File: config.mk
export PLATFORM = sky130hd
export DESIGN_NAME = mem_ctrl
export DESIGN_NICKNAME = d
export VERILOG_FILES = /design/src/rtl/mem_pkg.sv /design/src/rtl/mem_addr_check.sv /design/src/rtl/mem_ctrl.sv
export SDC_FILE = /design/constraint.sdc
export NUM_CORES = 1
export LEC_CHECK = 0
export BUFFER_PORTS_ARGS = -buffer_cell sky130_fd_sc_hd__buf_4
export CORE_UTILIZATION = 40
export CTS_CLUSTER_SIZE = 10
export DETAILED_ROUTE_END_ITERATION = 12
export GPL_TIMING_DRIVEN = 0
export PLACE_DENSITY = 0.71
export SYNTH_ARGS = -nofsm -noshare
export SYNTH_HDL_FRONTEND = slang
export SYNTH_SLANG_ARGS = --single-unit
File: constraint.sdc
create_clock -name clk -period 4 [get_ports clk]
set_input_delay 0.4 -clock clk [delete_from_list [all_inputs] [get_ports clk]]
set_output_delay 0.4 -clock clk [all_outputs]
set_load 0.01 [all_outputs]
File: src/rtl/mem_pkg.sv
// Shared types and constants for the
// single-port instruction/data memory controller.
package mem_pkg;

  typedef enum logic [1:0] {
    IDLE,
    ISSUE,
    WAIT,
    RESP
  } state_t;

  typedef enum logic {
    PORT_I,
    PORT_D
  } port_t;

  localparam logic [31:0] DEF_BASE_ADDR = 32'h8000_0000;

  localparam logic [3:0] BE_B0 = 4'b0001;
  localparam logic [3:0] BE_B1 = 4'b0010;
  localparam logic [3:0] BE_B2 = 4'b0100;
  localparam logic [3:0] BE_B3 = 4'b1000;
  localparam logic [3:0] BE_H0 = 4'b0011;
  localparam logic [3:0] BE_H1 = 4'b1100;
  localparam logic [3:0] BE_W  = 4'b1111;

  // Byte-enable pattern must sit on the lane the byte offset names.
  function automatic logic be_ok(
    input logic [3:0] be,
    input logic [1:0] off
  );
    logic ok;
    ok = 1'b0;
    case (be)
      BE_B0:   ok = (off == 2'd0);
      BE_B1:   ok = (off == 2'd1);
      BE_B2:   ok = (off == 2'd2);
      BE_B3:   ok = (off == 2'd3);
      BE_H0:   ok = (off == 2'd0);
      BE_H1:   ok = (off == 2'd2);
      BE_W:    ok = (off == 2'd0);
      default: ok = 1'b0;
    endcase
    return ok;
  endfunction

endpackage

File: src/rtl/mem_addr_check.sv
// Address translation and fault detection
// for one request (fetch or data).
module mem_addr_check
  import mem_pkg::*;
#(
  parameter logic [31:0] BASE_ADDR = DEF_BASE_ADDR,
  parameter int ADDR_BITS = 18
) (
  input  logic [31:0]          addr,
  input  logic [3:0]           be,
  input  logic                 we,
  input  logic                 is_fetch,
  output logic [ADDR_BITS-1:0] word,
  output logic                 fault
);

  logic [31:0] off;
  logic below;
  logic beyond;
  logic misal;
  logic bad_be;

  assign off    = addr - BASE_ADDR;
  assign word   = off[ADDR_BITS+1:2];
  assign below  = addr < BASE_ADDR;
  assign beyond = |off[31:ADDR_BITS+2];
  assign misal  = (is_fetch || !we)
               && (off[1:0] != 2'b00);
  assign bad_be = !is_fetch && we
               && !be_ok(be, off[1:0]);
  assign fault  = below || beyond
               || misal || bad_be;

endmodule

File: src/rtl/mem_ctrl.sv
// Fetch/data arbiter in front of one
// synchronous word RAM, with wait states.
module mem_ctrl
  import mem_pkg::*;
#(
  parameter logic [31:0] BASE_ADDR = DEF_BASE_ADDR,
  parameter int ADDR_BITS = 18,
  parameter int WAIT_STATES = 0
) (
  input  logic                 clk,
  input  logic                 reset,
  input  logic                 i_req,
  input  logic [31:0]          i_addr,
  output logic [31:0]          i_rdata,
  output logic                 i_valid,
  output logic                 i_err,
  input  logic                 d_req,
  input  logic                 d_we,
  input  logic [31:0]          d_addr,
  input  logic [31:0]          d_wdata,
  input  logic [3:0]           d_be,
  output logic [31:0]          d_rdata,
  output logic                 d_valid,
  output logic                 d_err,
  output logic                 ram_en,
  output logic [3:0]           ram_we,
  output logic [ADDR_BITS-1:0] ram_addr,
  output logic [31:0]          ram_wdata,
  input  logic [31:0]          ram_rdata
);

  localparam logic [3:0] WS_LAST =
    4'(WAIT_STATES - 1);
  localparam logic [1:0] FAIR_MAX = 2'd2;

  state_t state_q, state_d;
  port_t  port_q;
  logic   fault_q, we_q, issued_q;
  logic [3:0]  be_q, wcnt_q;
  logic [1:0]  fair_q;
  logic [31:0] wdata_q, cap_q;
  logic [31:0] i_hold_q, d_hold_q;
  logic [ADDR_BITS-1:0] waddr_q, g_word;
  logic [31:0] g_addr, resp_data;
  logic any_req, grant_i, g_we;
  logic g_fault, in_resp;

  // Fetch only beats a pending data
  // request once data has won twice.
  assign any_req = i_req || d_req;
  assign grant_i = i_req
    && (!d_req || fair_q == FAIR_MAX);
  assign g_addr = grant_i ? i_addr : d_addr;
  assign g_we   = !grant_i && d_we;

  mem_addr_check #(
    .BASE_ADDR(BASE_ADDR),
    .ADDR_BITS(ADDR_BITS)
  ) u_chk (
    .addr    (g_addr),
    .be      (d_be),
    .we      (g_we),
    .is_fetch(grant_i),
    .word    (g_word),
    .fault   (g_fault)
  );

  // State register.
  always_ff @(posedge clk) begin
    if (reset) state_q <= IDLE;
    else       state_q <= state_d;
  end

  // Next state; faults bypass the RAM.
  always_comb begin
    state_d = state_q;
    unique case (state_q)
      IDLE:
        if (any_req)
          state_d = g_fault ? RESP : ISSUE;
      ISSUE:
        state_d = (WAIT_STATES == 0)
                ? RESP : WAIT;
      WAIT:
        if (wcnt_q == WS_LAST)
          state_d = RESP;
      RESP:
        state_d = IDLE;
      default:
        state_d = IDLE;
    endcase
  end

  // Latch the granted request and
  // track consecutive data wins.
  always_ff @(posedge clk) begin
    if (reset) begin
      port_q  <= PORT_I;
      fault_q <= 1'b0;
      we_q    <= 1'b0;
      be_q    <= '0;
      wdata_q <= '0;
      waddr_q <= '0;
      fair_q  <= '0;
    end else if (state_q == IDLE && any_req) begin
      port_q  <= grant_i ? PORT_I : PORT_D;
      fault_q <= g_fault;
      we_q    <= g_we;
      be_q    <= d_be;
      wdata_q <= d_wdata;
      waddr_q <= g_word;
      if (grant_i || !i_req) fair_q <= '0;
      else fair_q <= fair_q + 2'd1;
    end
  end

  // Wait-state count; grab RAM data the
  // cycle after issue so it survives waits.
  always_ff @(posedge clk) begin
    if (reset) begin
      wcnt_q   <= '0;
      issued_q <= 1'b0;
      cap_q    <= '0;
    end else begin
      wcnt_q   <= (state_q == WAIT)
                ? wcnt_q + 4'd1 : 4'd0;
      issued_q <= (state_q == ISSUE);
      if (issued_q) cap_q <= ram_rdata;
    end
  end

  assign in_resp   = (state_q == RESP);
  assign resp_data = (fault_q || we_q) ? '0
    : (WAIT_STATES == 0) ? ram_rdata : cap_q;

  // Read data holds between responses.
  always_ff @(posedge clk) begin
    if (reset) begin
      i_hold_q <= '0;
      d_hold_q <= '0;
    end else if (in_resp) begin
      if (port_q == PORT_I) i_hold_q <= resp_data;
      else                  d_hold_q <= resp_data;
    end
  end

  assign i_valid = in_resp && port_q == PORT_I;
  assign d_valid = in_resp && port_q == PORT_D;
  assign i_err   = i_valid && fault_q;
  assign d_err   = d_valid && fault_q;
  assign i_rdata = i_valid ? resp_data : i_hold_q;
  assign d_rdata = d_valid ? resp_data : d_hold_q;

  assign ram_en    = (state_q == ISSUE);
  assign ram_we    = (ram_en && we_q) ? be_q : 4'b0;
  assign ram_addr  = waddr_q;
  assign ram_wdata = wdata_q;

endmodule

# Word level (Yosys, flattened, before mapping)
# Cells that the tools add are included.
# totals
register_bits	129
inputBits	137
output_inout_bits	123
word_cells	80
# op_classes
n_addsub	3
n_lt_le_gt_ge	1
n_eq_ne	17
n_mux	12
bitwise	2
reduce_logical	34
# ops
operator	count
32-bit 2-to-1 mux	4
32-bit less-than comparator (second input constant)	1
32-bit subtractor (second input constant)	1
4-bit == test (second input constant)	4
12-bit OR reduction	1
1-bit logical AND	11
2-bit == test (second input constant)	5
4-bit by 2-bit == test with 1-bit output (second input constant)	2
1-bit logical OR	8
2-bit 2-to-1 mux	4
2-bit one-hot mux with 4 select lines	1
2-bit AND reduction	3
1-bit logical NOT	5
4-bit by 1-bit adder with 4-bit output (second input constant)	1
2-bit by 1-bit == test with 1-bit output (second input constant)	2
4-bit by 1-bit == test with 1-bit output (second input constant)	1
4-bit by 3-bit == test with 1-bit output (second input constant)	1
2-bit logical NOT	2
4-bit 2-to-1 mux	1
2-bit != test (second input constant)	2
1-bit one-hot mux with 4 select lines	1
2-bit OR reduction	2
3-bit OR reduction	1
2-bit by 1-bit adder with 2-bit output (second input constant)	1
3 further kinds	4

# Logic depth before layout (Yosys ltp)
# depth
depth_word	13
ltp_mapped	9
ltp_nobuf	8

# By module
# Synthesis repeated with hierarchy kept, for this count alone.
# unflattened
hier_cells	721
hier_area_um2	5650.4
# by_module_without_submodules
mod	n_inst	cells_each	area_per_inst_um2	seq_area_each_um2
mem_ctrl	1	687	5398.9	2582.5
mem_addr_check	1	34	251.5	0.0

# Worst setup path before layout
# OpenSTA, ideal clock, no wires.
# synth_timing
kind	reg2reg
start	register fair_q[0]
end	register fault_q
arrival_ns	1.660
path_slack_ns	2.228
stages_incl_launch_ff	9
synth_period_minus_slack_ns	1.772
path_cell_list	dfxtp_1 -> inv_1 -> ha_1 -> nand2b_2 -> and3_4 -> nor2_1 -> mux2i_1 -> o311ai_1 -> a2111oi_1
# synth_via
elab_chain_len	10
word_cells_on_any_way	24
cone_classes	1 x add/sub; 1 x order compare; 4 x eq/ne; 2 x mux; 16 x reduce/logical
# synth_lines
element	line_no	text
start, declared	mem_ctrl.sv:40	logic [1:0] fair_q;
start signal, assigned	mem_ctrl.sv:113	else fair_q <= fair_q + 2'd1;
2-bit == test *	mem_ctrl.sv:52	&& (!d_req || fair_q == FAIR_MAX);
1-bit logical OR *	mem_ctrl.sv:52	
1-bit logical AND *	mem_ctrl.sv:52	
32-bit 2-to-1 mux or 1-bit logical NOT (tied branches)	mem_ctrl.sv:53, mem_addr_check.sv:29, mem_ctrl.sv:54	
32-bit subtractor or 1-bit logical AND (tied branches)	mem_addr_check.sv:23, mem_ctrl.sv:54	
2-bit == test (tied with other cells)	mem_pkg.sv:37, mem_pkg.sv:40	
1-bit one-hot mux with 4 select lines or 1-bit logical OR (tied branches)	mem_pkg.sv:34, mem_addr_check.sv:27	
1-bit logical NOT or 1-bit logical AND (tied branches)	mem_addr_check.sv:30, mem_addr_check.sv:28	
1-bit logical AND or 1-bit logical OR (tied branches)	mem_addr_check.sv:30, mem_addr_check.sv:32	
1-bit logical OR *	mem_addr_check.sv:32	|| misal || bad_be;
end signal, assigned	mem_ctrl.sv:107	fault_q <= g_fault;
end, declared	mem_ctrl.sv:38	logic fault_q, we_q, issued_q;
# Every way passes the cells marked *; elsewhere a longest branch is shown, timed or not.
# A chain may end at the register's enable or synchronous reset.

# Final worst setup path
# layout_timing
start	register state_q[0]
end	output d_rdata[23]
# layout_via
elab_chain_len	3
# layout_lines
element	line_no	text
start, declared	mem_ctrl.sv:36	state_t state_q, state_d;
start signal, assigned	mem_ctrl.sv:71	else state_q <= state_d;
2-bit == test	mem_ctrl.sv:132	assign in_resp = (state_q == RESP);
1-bit logical AND	mem_ctrl.sv:148	assign d_valid = in_resp && port_q == PORT_D;
32-bit 2-to-1 mux	mem_ctrl.sv:152	assign d_rdata = d_valid ? resp_data : d_hold_q;
end, declared	mem_ctrl.sv:22	output logic [31:0] d_rdata,
# No other way between the ends.

==> out/qor.csv <==
stage,metric,value,unit
detailed_routing,drt-vias-per-instance,4.82,
worst_setup_path,cpPeakStageDelay,0.46,ns
cts,clock_tree.buffer_depth,2,
cts,cts-hold-fix-buffers,0,
synthesis,synth.top_cell.area_share,49.1,%
sta,max_slew.worst_pin.slew,0.590,ns
sta,setup_total_negative_slack,0,ns
die,die_width,117,um
worst_setup_path,worstSetupPathType,reg -> out,
die,row_count,41,
worst_setup_path,crit_slowest_cell,clkbuf_1,
detailed_routing,post-route-drc-count,0,
global_routing,grt_start_max_net_pins,17,
hold_path,hold_crit_path_type,in -> reg,
synthesis,mappedNetlistNets,815,
finish,synthToLayoutAreaGrowth,52.5,%
die,die-height,117,um
synthesis,syn-cell-area,5260,um2
sta,setup_repair_after_global_routing_missed_its_margin,no,
finish,filler_cell_count,1198,
cts,post-cts-setup-buffers,0,
cts,cts.root.buffer_cell,clkbuf_16,
worst_setup_path,crit_path_end_kind,output port,
placement,finalWeightedCongestion,0.815,
cts,clock_sinks,129,
cts,clock_slew_seen_by_the_registers_of_the_worst_setup_and_hold_paths,0.06,ns
power_and_ir_drop,total_leakage_power,3.61,nW
finish,num-nets-final,1092,
detailed_routing,detail_route.first_pass.iterations,4,
global_routing,grt_antenna_before_repair,0,
global_routing,global_route_total_overflow,0,
die,floorplan.initialDensity,41.3,%
synthesis,seq_area_frac_synth,49.1,%
finish,drive_above_1_share,31.3,%
sta,timing.final.crit_share,69.0,%
synthesis,ys_warn_count,0,
power_and_ir_drop,cell_pwr_density,571,nW/um2
synthesis,synth_flop_cell,dfxtp_1,
worst_setup_path,critical_path.cell_chain,ha_1 > nand2_1 > clkbuf_1 > clkbuf_1 > nand2_1 > o21ai_0 > buf_4,
cts,number_of_buffers_created_by_cts,17,
job,maxCapViolCount,0,
sta,finalMaxSlewViolations,0,
die,die_area,13600,um2
global_routing,global_route.usage.total,24.5,%
worst_setup_path,cp_max_fo,10,
cts,worstSkewPairLatency,0.41,ns
synthesis,synthesized_flop_and_latch_total,129,
run_status,run_status,completed,
detailed_routing,ant_nets,0,
synthesis,post-synth-top-area-cell,dfxtp_1,
synthesis,synth_async_sr_flop_share,0,%
sta,final_period_minus_worst_setup_slack,2.76,ns
sta,hold_violations,0,
sta,achievable_clock_frequency,363,MHz
cts,ctsHtreeMaxLevel,4,
synthesis,syn_inst,672,
worst_setup_path,worst-endpoint-arrival,2.36,ns
detailed_routing,postRouteWirelength,16700,um
global_routing,first_global_vias,5121,
cts,cts_tree,yes,
global_routing,grt_first_pass_wirelength,25300,um
placement,port_buffers,258,
synthesis,ys_top_cells_by_area,"dfxtp_1 (49%), nand2_1 (14%), nor2b_1 (7.9%)",
placement,dp.cells,1102,
finish,insertedDiodeCount,0,
die,core-area,12700,um2
finish,final_cell_count_no_fill,1134,
worst_setup_path,worstSetupStartpointType,flop,
synthesis,avgSynthCellArea,7.82,um2
synthesis,synth_cell_type_count,40,
detailed_routing,vias,5465,
sta,finalSetupViolCount,0,
synthesis,synth_enable_flop_cells,0,
sta,slew_headroom,60.7,%
sta,finalClockSkew,0.00891,ns
detailed_routing,drt_iter0_markers,244,
die,num_io_pins,260,
worst_setup_path,required_time_reported_for_the_critical_path_endpoint,3.60,ns
power_and_ir_drop,irDropWorstVdd,0.000273,V
cts,cts_repair_resize_count,0,
placement,dp_hpwl,12600,um
detailed_routing,route.detailed.wl_per_inst,14.7,um
==> metrics by stage <==
| step | utilization [%] | hold slack (ns) | power (mW) | instance area, um2 | worst slack [ns] |
|---|---|---|---|---|---|
| after CTS | 63.0 | 0.215 | 4.62 | 8020 | 1.19 |
| after floorplan | - | 0.418 | 2.34 | 5260 | 2.23 |
| after global placement | 58.2 | 0.431 | 3.02 | 7410 | 1.66 |
| after detailed placement | 58.2 | 0.444 | 3.04 | 7410 | 1.65 |
| final | 63.0 | 0.232 | 4.57 | 8020 | 1.24 |
| after global routing | 63.0 | 0.223 | 4.83 | 8020 | 0.958 |
==> registers in the layout, indices dropped and copies added (netlist names) <==
register and cells:
port_q 1, fair_q 2, state_q 2, ram_wdata 32, ram_addr 18, wcnt_q 4
we_q 1, d_hold_q 32, fault_q 1, i_hold_q 32, be_q 4
==> final timing paths <==
check,start,to,slack (ns),depth (start not counted)
worst max-delay path,state_q[0],d_rdata[23],1.24,7
worst min-delay path,d_wdata[5],ram_wdata[5],0.23,3
worst max register to register,fair_q[0],fault_q,1.96,8
worst min register to register,wcnt_q[0],wcnt_q[0],0.45,1
==> cell usage in the layout, fill, tap and decap left out, types with 8 or more instances in the layout <==
| master | instances |
|---|---|
| a21oi_1 | 39 |
| o21ai_1 | 13 |
| nand2_1 | 190 |
| nor2_1 | 41 |
| clkbuf_1 | 40 |
| inv_1 | 8 |
| o21ai_0 | 53 |
| buf_4 | 258 |
| clkbuf_16 | 17 |
| nand3_1 | 21 |
| a311oi_1 | 19 |
| nor2b_1 | 66 |
| dfxtp_1 | 129 |
==> area by class of cell <==
class	count	area (um2)	area share, %
Inverter	8	30.0	0.375
Tap cell	172	215	2.68
Clock inverter	10	133	1.65
Sequential cell	129	2580	32.2
Buffer	49	199	2.48
Clock buffer	22	474	5.92
Multi-Input combinational cell	486	2440	30.5
Timing Repair Buffer	258	1940	24.2
==> where the power goes <==
group	total (mW)	switching, mW	internal, mW
registers	1.59	0.101	1.49
clock network	1.57	0.548	1.02
logic	1.42	0.809	0.607
==> synth_stat cells, types with 2 or more instances <==
cell type  number
o311ai_0        2
nor2_1         41
nor2b_1        66
nand3_1        21
nand2_1       190
nand2b_1        2
buf_1           4
buf_2           6
clkbuf_1       38
dfxtp_1       129
o21ai_0        53
and3_1          6
nor4b_1         2
inv_1           8
nor3_1          2
nand4b_1        2
a311oi_1       19
a21oi_1        39
o21ai_1        13
ha_1            6
nor4_1          4
==> cells by family (layout without fill, tap and decap cells) <==
group                      after synthesis  count (layout)  share of synthesized area (%)
adders and majority gates                6               6                           1.43
DFF                                    129             129                           49.1
xor gates and xnor gates                 2               2                          0.333
muxes                                    2               2                          0.452
and+or+nand+nor                        341             341                           29.4
buffers and inverters                   57             347                           4.36
AOI/OAI and AO/OA                      135             135                           14.9
==> metal layers <==
metal / track usage (%) / up-vias / routed length (um)
met2: 42.7 / 190 / 8450
met1: 28.6 / 2465 / 6950
li1: - / 2797 / -
met4: 8.10 / 0 / 187
met5: 0 / - / 0
met3: 7.21 / 13 / 1130
==> critical path, delay by kind of cell (launching register included) <==
kind / cells / cell delay [ns]
AOI/OAI and AO/OA: 1 / 0.13
adders and majority gates: 1 / 0.24
buffers and inverters: 3 / 1.02
DFF: 1 / 0.33
and+or+nand+nor: 2 / 0.21
Note: power is estimated with default switching activity, not from simulation.
